### config.mk
export PLATFORM = sky130hd
export DESIGN_NAME = bs_job_scheduler_flat
export DESIGN_NICKNAME = d
export VERILOG_FILES = /design/src/rtl/bs_job_scheduler_if.sv /design/src/rtl/bs_job_scheduler.sv /design/src/flat_wrapper.sv
export SDC_FILE = /design/constraint.sdc
export NUM_CORES = 1
export LEC_CHECK = 0
export ABC_CLOCK_PERIOD_IN_PS = 9400
export BUFFER_PORTS_ARGS = -buffer_cell sky130_fd_sc_hd__buf_2
export CAP_MARGIN = 20
export CORE_MARGIN = 8
export CORE_UTILIZATION = 45
export CTS_BUF_LIST = sky130_fd_sc_hd__clkbuf_8
export DETAILED_ROUTE_END_ITERATION = 7
export REMOVE_ABC_BUFFERS = 1
export SLEW_MARGIN = 15
export SYNTH_ARGS = -nofsm -noshare
export SYNTH_HDL_FRONTEND = slang
export SYNTH_SLANG_ARGS = --single-unit
### constraint.sdc
create_clock -name clk -period 9.4 [get_ports clk]
set_input_delay 0.47 -clock clk [delete_from_list [all_inputs] [get_ports clk]]
set_output_delay 0.47 -clock clk [all_outputs]
set_load 0.005 [all_outputs]
### src/rtl/bs_job_scheduler_if.sv
// Request, pricer and result signal bundle for bs_job_scheduler.
// slave = scheduler view; master = requester / pricer / consumer view.
interface bs_job_scheduler_if #(
  parameter int WIDTH = 32,
  parameter int TAG_W = 4
);
  logic             req_valid;
  logic             req_ready;
  logic [TAG_W-1:0] req_tag;
  logic [WIDTH-1:0] req_S0, req_K, req_T, req_sigma, req_r;
  logic             req_otype;

  logic             pr_start;
  logic [WIDTH-1:0] pr_S0, pr_K, pr_T, pr_sigma, pr_r;
  logic             pr_otype;
  logic             pr_flush;
  logic             pr_done;
  logic [WIDTH-1:0] pr_price;

  logic             res_valid;
  logic             res_ready;
  logic [TAG_W-1:0] res_tag;
  logic [WIDTH-1:0] res_price;
  logic [1:0]       res_err;

  modport slave (
    input  req_valid, req_tag, req_S0, req_K, req_T, req_sigma, req_r, req_otype,
    output req_ready,
    output pr_start, pr_S0, pr_K, pr_T, pr_sigma, pr_r, pr_otype, pr_flush,
    input  pr_done, pr_price,
    output res_valid, res_tag, res_price, res_err,
    input  res_ready
  );

  modport master (
    output req_valid, req_tag, req_S0, req_K, req_T, req_sigma, req_r, req_otype,
    input  req_ready,
    input  pr_start, pr_S0, pr_K, pr_T, pr_sigma, pr_r, pr_otype, pr_flush,
    output pr_done, pr_price,
    input  res_valid, res_tag, res_price, res_err,
    output res_ready
  );
endinterface

### src/rtl/bs_job_scheduler.sv
// Job FIFO + single-job sequencer in front of the Black-Scholes pricer.
// Optional WAIT watchdog with pricer flush: define BS_SCHED_TIMEOUT_EN.
module bs_job_scheduler #(
  parameter int WIDTH          = 32,
  parameter int TAG_W          = 4,
  parameter int DEPTH          = 4,
  parameter int TIMEOUT_CYCLES = 4096
) (
  input  logic                     clk,
  input  logic                     reset,
  bs_job_scheduler_if.slave        bus,
  output logic                     busy,
  output logic [$clog2(DEPTH):0]   fifo_count
);
  localparam int AW = $clog2(DEPTH);

  localparam logic [1:0] ERR_OK      = 2'b00;
  localparam logic [1:0] ERR_INVALID = 2'b01;
  localparam logic [1:0] ERR_TIMEOUT = 2'b10;

  typedef struct packed {
    logic [TAG_W-1:0] tag;
    logic [WIDTH-1:0] s0, k, t, sigma, r;
    logic             otype;
  } job_t;

  typedef enum logic [1:0] {IDLE, LAUNCH, WAIT, RESULT} state_t;

  job_t          mem [DEPTH];
  logic [AW-1:0] wr_ptr, rd_ptr;
  logic [AW:0]   count;
  logic          full, empty, push, pop;
  job_t          head;
  logic          head_ok;
  logic          timeout_hit;
  state_t        state, state_nxt;

  assign full          = (count == (AW+1)'(DEPTH));
  assign empty         = (count == '0);
  assign bus.req_ready = !reset && !full;
  assign push          = bus.req_valid && bus.req_ready;
  assign head          = mem[rd_ptr];
  // r may take any sign; the other four operands must be strictly positive.
  assign head_ok       = ($signed(head.s0) > 0) && ($signed(head.k) > 0) &&
                         ($signed(head.t) > 0) && ($signed(head.sigma) > 0);
  assign busy          = (state != IDLE) || !empty;
  assign fifo_count    = count;

  // NOTE: the storage array has no reset; an entry is only read after it was written.
  always_ff @(posedge clk) begin
    if (push)
      mem[wr_ptr] <= '{bus.req_tag, bus.req_S0, bus.req_K, bus.req_T,
                       bus.req_sigma, bus.req_r, bus.req_otype};
  end

  // NOTE: sequential state uses non-blocking assignments so every register samples pre-edge values.
  always_ff @(posedge clk or posedge reset) begin
    if (reset) begin
      wr_ptr <= '0;
      rd_ptr <= '0;
      count  <= '0;
    end else begin
      if (push) wr_ptr <= wr_ptr + AW'(1);
      if (pop)  rd_ptr <= rd_ptr + AW'(1);
      count <= count + (AW+1)'(push) - (AW+1)'(pop);
    end
  end

`ifdef BS_SCHED_TIMEOUT_EN
  localparam int TW = $clog2(TIMEOUT_CYCLES + 1);
  logic [TW-1:0] wd_cnt;

  always_ff @(posedge clk or posedge reset) begin
    if (reset)              wd_cnt <= '0;
    else if (state != WAIT) wd_cnt <= '0;
    else                    wd_cnt <= wd_cnt + TW'(1);
  end

  // wd_cnt is 0 in the first WAIT cycle, so this fires in the TIMEOUT_CYCLES-th one.
  assign timeout_hit = (state == WAIT) && (wd_cnt == TW'(TIMEOUT_CYCLES - 1));
`else
  assign timeout_hit = 1'b0;
`endif

  always_ff @(posedge clk or posedge reset) begin
    if (reset) state <= IDLE;
    else       state <= state_nxt;
  end

  // NOTE: every output of this block gets a default first, so no path can infer a latch.
  always_comb begin
    state_nxt     = state;
    pop           = 1'b0;
    bus.pr_start  = 1'b0;
    bus.pr_flush  = 1'b0;
    bus.res_valid = 1'b0;
    case (state)
      IDLE: begin
        if (!empty) begin
          pop       = 1'b1;
          state_nxt = head_ok ? LAUNCH : RESULT;
        end
      end
      LAUNCH: begin
        bus.pr_start = 1'b1;
        state_nxt    = WAIT;
      end
      WAIT: begin
        if (bus.pr_done) begin
          state_nxt = RESULT;
        end else if (timeout_hit) begin
          bus.pr_flush = 1'b1;
          state_nxt    = RESULT;
        end
      end
      RESULT: begin
        bus.res_valid = 1'b1;
        if (bus.res_ready) state_nxt = IDLE;
      end
      default: state_nxt = IDLE;
    endcase
  end

  // Operands are loaded only for valid jobs, leaving the pricer untouched by rejected ones.
  always_ff @(posedge clk or posedge reset) begin
    if (reset) begin
      bus.pr_S0     <= '0;
      bus.pr_K      <= '0;
      bus.pr_T      <= '0;
      bus.pr_sigma  <= '0;
      bus.pr_r      <= '0;
      bus.pr_otype  <= 1'b0;
      bus.res_tag   <= '0;
      bus.res_price <= '0;
      bus.res_err   <= ERR_OK;
    end else begin
      if (pop) begin
        bus.res_tag   <= head.tag;
        bus.res_price <= '0;
        bus.res_err   <= head_ok ? ERR_OK : ERR_INVALID;
        if (head_ok) begin
          bus.pr_S0    <= head.s0;
          bus.pr_K     <= head.k;
          bus.pr_T     <= head.t;
          bus.pr_sigma <= head.sigma;
          bus.pr_r     <= head.r;
          bus.pr_otype <= head.otype;
        end
      end
      if (state == WAIT) begin
        if (bus.pr_done) begin
          bus.res_price <= bus.pr_price;
          bus.res_err   <= ERR_OK;
        end else if (timeout_hit) begin
          bus.res_price <= '0;
          bus.res_err   <= ERR_TIMEOUT;
        end
      end
    end
  end
endmodule
### src/flat_wrapper.sv
// flat-port wrapper written by rule: the top's interface ports become plain ports
module bs_job_scheduler_flat 
#(
  parameter int WIDTH          = 32,
  parameter int TAG_W          = 4,
  parameter int DEPTH          = 4,
  parameter int TIMEOUT_CYCLES = 4096
)
  (clk, reset, busy, fifo_count, bus_req_valid, bus_req_tag, bus_req_S0, bus_req_K, bus_req_T, bus_req_sigma, bus_req_r, bus_req_otype, bus_req_ready, bus_pr_start, bus_pr_S0, bus_pr_K, bus_pr_T, bus_pr_sigma, bus_pr_r, bus_pr_otype, bus_pr_flush, bus_pr_done, bus_pr_price, bus_res_valid, bus_res_tag, bus_res_price, bus_res_err, bus_res_ready);
  bs_job_scheduler_if #(.WIDTH(WIDTH), .TAG_W(TAG_W)) bus_i ();
  input  logic clk;
  input  logic reset;
  output logic busy;
  output logic [$clog2(DEPTH):0] fifo_count;
  input wire logic [$bits(bus_i.req_valid)-1:0] bus_req_valid;
  input wire logic [$bits(bus_i.req_tag)-1:0] bus_req_tag;
  input wire logic [$bits(bus_i.req_S0)-1:0] bus_req_S0;
  input wire logic [$bits(bus_i.req_K)-1:0] bus_req_K;
  input wire logic [$bits(bus_i.req_T)-1:0] bus_req_T;
  input wire logic [$bits(bus_i.req_sigma)-1:0] bus_req_sigma;
  input wire logic [$bits(bus_i.req_r)-1:0] bus_req_r;
  input wire logic [$bits(bus_i.req_otype)-1:0] bus_req_otype;
  output wire logic [$bits(bus_i.req_ready)-1:0] bus_req_ready;
  output wire logic [$bits(bus_i.pr_start)-1:0] bus_pr_start;
  output wire logic [$bits(bus_i.pr_S0)-1:0] bus_pr_S0;
  output wire logic [$bits(bus_i.pr_K)-1:0] bus_pr_K;
  output wire logic [$bits(bus_i.pr_T)-1:0] bus_pr_T;
  output wire logic [$bits(bus_i.pr_sigma)-1:0] bus_pr_sigma;
  output wire logic [$bits(bus_i.pr_r)-1:0] bus_pr_r;
  output wire logic [$bits(bus_i.pr_otype)-1:0] bus_pr_otype;
  output wire logic [$bits(bus_i.pr_flush)-1:0] bus_pr_flush;
  input wire logic [$bits(bus_i.pr_done)-1:0] bus_pr_done;
  input wire logic [$bits(bus_i.pr_price)-1:0] bus_pr_price;
  output wire logic [$bits(bus_i.res_valid)-1:0] bus_res_valid;
  output wire logic [$bits(bus_i.res_tag)-1:0] bus_res_tag;
  output wire logic [$bits(bus_i.res_price)-1:0] bus_res_price;
  output wire logic [$bits(bus_i.res_err)-1:0] bus_res_err;
  input wire logic [$bits(bus_i.res_ready)-1:0] bus_res_ready;
  assign bus_i.req_valid = bus_req_valid;
  assign bus_i.req_tag = bus_req_tag;
  assign bus_i.req_S0 = bus_req_S0;
  assign bus_i.req_K = bus_req_K;
  assign bus_i.req_T = bus_req_T;
  assign bus_i.req_sigma = bus_req_sigma;
  assign bus_i.req_r = bus_req_r;
  assign bus_i.req_otype = bus_req_otype;
  assign bus_req_ready = bus_i.req_ready;
  assign bus_pr_start = bus_i.pr_start;
  assign bus_pr_S0 = bus_i.pr_S0;
  assign bus_pr_K = bus_i.pr_K;
  assign bus_pr_T = bus_i.pr_T;
  assign bus_pr_sigma = bus_i.pr_sigma;
  assign bus_pr_r = bus_i.pr_r;
  assign bus_pr_otype = bus_i.pr_otype;
  assign bus_pr_flush = bus_i.pr_flush;
  assign bus_i.pr_done = bus_pr_done;
  assign bus_i.pr_price = bus_pr_price;
  assign bus_res_valid = bus_i.res_valid;
  assign bus_res_tag = bus_i.res_tag;
  assign bus_res_price = bus_i.res_price;
  assign bus_res_err = bus_i.res_err;
  assign bus_i.res_ready = bus_res_ready;
  bs_job_scheduler #(.WIDTH(WIDTH), .TAG_W(TAG_W), .DEPTH(DEPTH), .TIMEOUT_CYCLES(TIMEOUT_CYCLES)) u_core (.clk(clk), .reset(reset), .bus(bus_i), .busy(busy), .fifo_count(fifo_count));
endmodule
==> run summary <==
- **total via count after detailed routing** 16700
- **required time of the worst setup path** 10.03 ns
- **TritonCTS buffer count** 145
- **RSZ-0062 raised after global routing** false
- **top post-synthesis cells by area** sky130_fd_sc_hd__edfxtp_1 (62%), sky130_fd_sc_hd__dfrtp_1 (16%), sky130_fd_sc_hd__mux4_2 (12%)
- **ratio of final minimum period to clock period** 58.8%
- **total power draw** 0.0110 W
- **mean cell area of the mapped netlist** 21.8 sq um
- **area growth from synthesis to final layout** 24.7%
- **wire per inst** 22.9 um
- **outcome** finished, final reports clean
- **clock-pin slew reported for the worst setup and hold paths after clock tree synthesis** 0.06 ns
- **Die Height** 283 um
- **Final Hold Viols** 0
- **Via density** 5.12
- **TritonCTS clock tree** built
- **most frequent standard cell in the layout excluding fill and tap cells** sky130_fd_sc_hd__edfxtp_1
- **IR drop worst, VDD** 196 uV
- **Yosys warning count** 0
- **Gate power share** 24.3%
- **switching power summed over all nets** 0.00318 W
- **internal power** 0.00780 W
- **iteration count of the initial detailed-routing pass** 5
- **number of violations reported at the end of detailed-routing iteration 0** 903
- **power share of the clock group** 28.4%
- **pin count of the biggest net entering global routing** 130
- **min-delay worst type** in2reg
- **number of global-route vias before repair** 18400
- **total global-route track usage** 18.6%
- **number of logic stages on the critical path including buffering** 8
- **Final #Nets** 2386
- **maximum single-stage delay on the critical path** 1.04 ns
- **Finished Layout Cells** 3255
- **Yosys top cell by area** sky130_fd_sc_hd__edfxtp_1
- **buffering stage count on the worst path with inverters included** 3
- **Max Root-Sink Buffers** 3
- **Placed Instances** 2775
- **most used flip-flop cell after synthesis** sky130_fd_sc_hd__edfxtp_1
- **part of the total power dissipated in sequential elements** 47.4%
- **post-synth design cell area** 32000 sq um
- **family with the most delay on the worst path** buffers and inverters
- **slew margin rel.** 26.6%
- **clock tree root buffer cell** sky130_fd_sc_hd__clkbuf_8
- **areal power density over the cells** 275 nW/um^2
- **H-tree Lvls** 4
- **Placeable Area** 71000 sq um
- **element type at the critical path end** flop
- **setup_tns** 0 ns
- **fraction of layout instances using a drive strength above 1** 37.7%
- **initial core utilization** 45.1%
- **quantity of I/O buffers inserted on ports** 407
- **aggregate routed wire length** 74400 um
- **CP Data Arrival Time** 6.15 ns
- **switching power as a share of total power** 29.0%
- **global-route congestion overflow total** 0
- **wire length of the first global-routing pass** 111000 um
- **number of maximum-capacitance constraint violations** 0
- **Die Span X** 283 um
- **Yosys top cell area share** 61.9%
- **sort of element at the start of the critical path** flop
- **HPWL reported at the end of detailed placement** 44300 um
- **clock sinks** 868
- **crit-path cells** buf_12 -> mux4_2 -> nor4_1 -> o21ai_1 -> nor4_4 -> buf_4 -> buf_4 -> mux2_2
- **final max-slew violation count** 0
- **upper clock frequency limit** 0.181 GHz
- **standard cell area after detailed placement** 35100 sq um
- **site row count** 98
- **commonest cells after routing, fill and taps aside** sky130_fd_sc_hd__edfxtp_1 (660), sky130_fd_sc_hd__buf_2 (407), sky130_fd_sc_hd__dfrtp_1 (206)
- **Tmin final** 5.52 ns
- **Critical Path Fanout Max** 96
- **antenna-violating nets left** 0
- **cell leakage power** 15.3 nW
- **Max stage delay cell, worst path** sky130_fd_sc_hd__dfrtp_4
- **sequential fraction of the synthesis area** 78.2%
- **instance count of the mapped netlist** 1471
- **cell type with the highest occurrence count on the critical path** sky130_fd_sc_hd__buf_4
- **last weighted congestion value of the routability-driven placer** 0.886
- **start-to-end type of the worst setup path** reg2reg
- **die outline area** 79900 sq um
- **number of synthesized flops with an enable pin** 660
- **Top Ports** 409
- **hold depth** 4
- **count of fill cells added during filler insertion** 5459
- **post-detailed-route DRC marker count** 0
- **worst setup skew after layout** 0.0339 ns
- **number of register bits inferred by synthesis** 868
- **initial antenna violation count** 12
- **finished layout cell area** 39900 sq um
- **Worst-Margin Slew** 1.10 ns
- **count of cell types in the netlist** 32
- **count of endpoints failing setup in the final report** 0
- **asr flop ratio synth** 24.0%
- **number of cells on the worst reg-to-reg path** 8
- **number of instances resized during post-cts repair** 0
- **clock insertion delay at the later pin of the skew report** 0.75 ns
## metrics by stage
stage / setup WS (ns) / utilization, % / hold WS [ns]
3_3_place_gp: 3.54 / 49.4 / 0.455
2_1_floorplan: -3.87 / - / 0.470
4_1_cts: 3.46 / 56.1 / 0.0533
3_5_place_dp: 3.49 / 49.4 / 0.463
6_report: 3.88 / 56.2 / 0.144
5_1_grt: 3.32 / 56.2 / 0.120
## logic make-up after synthesis
| group | count (synthesis) | share of synthesized area [%] |
|---|---|---|
| xor+xnor | 5 | 0.137 |
| buf+inv | 80 | 1.26 |
| compound gates | 41 | 0.660 |
| fa+ha+maj | 12 | 0.492 |
| other cells | 1 | 0.0117 |
| simple gates | 142 | 2.15 |
| flops | 868 | 78.2 |
| mux | 322 | 17.1 |
## worst paths after layout
kind                            slack, ns                                end                         startpoint
worst min register to register       0.48  u_core.bus.res_tag[3]$_DFFE_PP0P_  u_core.bus.res_tag[3]$_DFFE_PP0P_
worst max register to register       3.88   u_core.bus.pr_S0[23]$_DFFE_PP0P_       u_core.rd_ptr[0]$_DFFE_PP0P_
min in group asynchronous            0.46  u_core.bus.res_price[1]$_DFF_PP0_                              reset
worst max-delay path                 3.88   u_core.bus.pr_S0[23]$_DFFE_PP0P_       u_core.rd_ptr[0]$_DFFE_PP0P_
worst min-delay path                 0.14        u_core.state[0]$_DFFE_PP0P_                        bus_pr_done
max in group asynchronous            6.85     u_core.bus.pr_r[9]$_DFFE_PP0P_                              reset
## per-layer routing
metal / part of all wire (%) / vias to the layer above / global-route usage, %
met3: 7.4 / 117 / 5.93
met1: 40 / 8678 / 22.5
li1: - / 7385 / -
met5: 0.054 / - / 0
met2: 51 / 486 / 31.9
met4: 2.0 / 6 / 5.59
## Yosys cell counts (8+ instances only)
cell type and count:
sky130_fd_sc_hd__edfxtp_1 660, sky130_fd_sc_hd__nand4_1 8, sky130_fd_sc_hd__mux4_2 165, sky130_fd_sc_hd__ha_1 11, sky130_fd_sc_hd__nand2_1 81, sky130_fd_sc_hd__nor4_1 34, sky130_fd_sc_hd__clkbuf_1 28, sky130_fd_sc_hd__buf_2 23
sky130_fd_sc_hd__inv_1 13, sky130_fd_sc_hd__mux2_2 82, sky130_fd_sc_hd__buf_6 9, sky130_fd_sc_hd__mux2_1 75, sky130_fd_sc_hd__dfrtp_1 208, sky130_fd_sc_hd__o21ai_0 35
## state kept, by name, summed over array words and instances, names as in the netlist
register and count:
u_core.bus.pr_sigma 32, u_core.bus.pr_otype 1, u_core.state 2, u_core.bus.pr_T 32, u_core.bus.pr_S0 32, u_core.bus.pr_K 32
u_core.bus.pr_r 32, u_core.wr_ptr 2, u_core.bus.res_price 32, u_core.bus.res_tag 4, u_core.fifo_count 3, u_core.bus.res_err 2
u_core.mem 660, u_core.rd_ptr 2
## repair_timing
item,CTS,global route
setup buffers,0,0
hold buffers,198,0
endpoints found under the hold margin,799,0
## power groups by stage
stage	Clock [W]	Combinational, W	Sequential (W)
2_1_floorplan	0	0.00172	0.00543
3_3_place_gp	0	0.00263	0.00527
3_5_place_dp	0	0.00267	0.00529
4_1_cts	0.00321	0.00274	0.00522
5_1_grt	0.00339	0.00292	0.00529
6_report	0.00311	0.00267	0.00521
## layout make-up
class / count / area, sq um / area share [%]
well taps: 950 / 1190 / 2.98
clock buffers: 170 / 2340 / 5.86
multi-input cells: 523 / 6610 / 16.6
repair buffers: 621 / 4230 / 10.6
inverters: 13 / 56.3 / 0.141
diodes: 9 / 22.5 / 0.0564
clock inverters: 101 / 437 / 1.09
flip-flops and latches: 868 / 25000 / 62.7
## worst register-to-register path, delay by kind of cell (launching register included)
kind            cells  cell delay (ns)
mux                 2             1.19
compound gates      1             0.30
buf+inv             3             2.14
flops               1             1.04
simple gates        2             0.75
No activity file was read; power rests on OpenSTA's default activity.
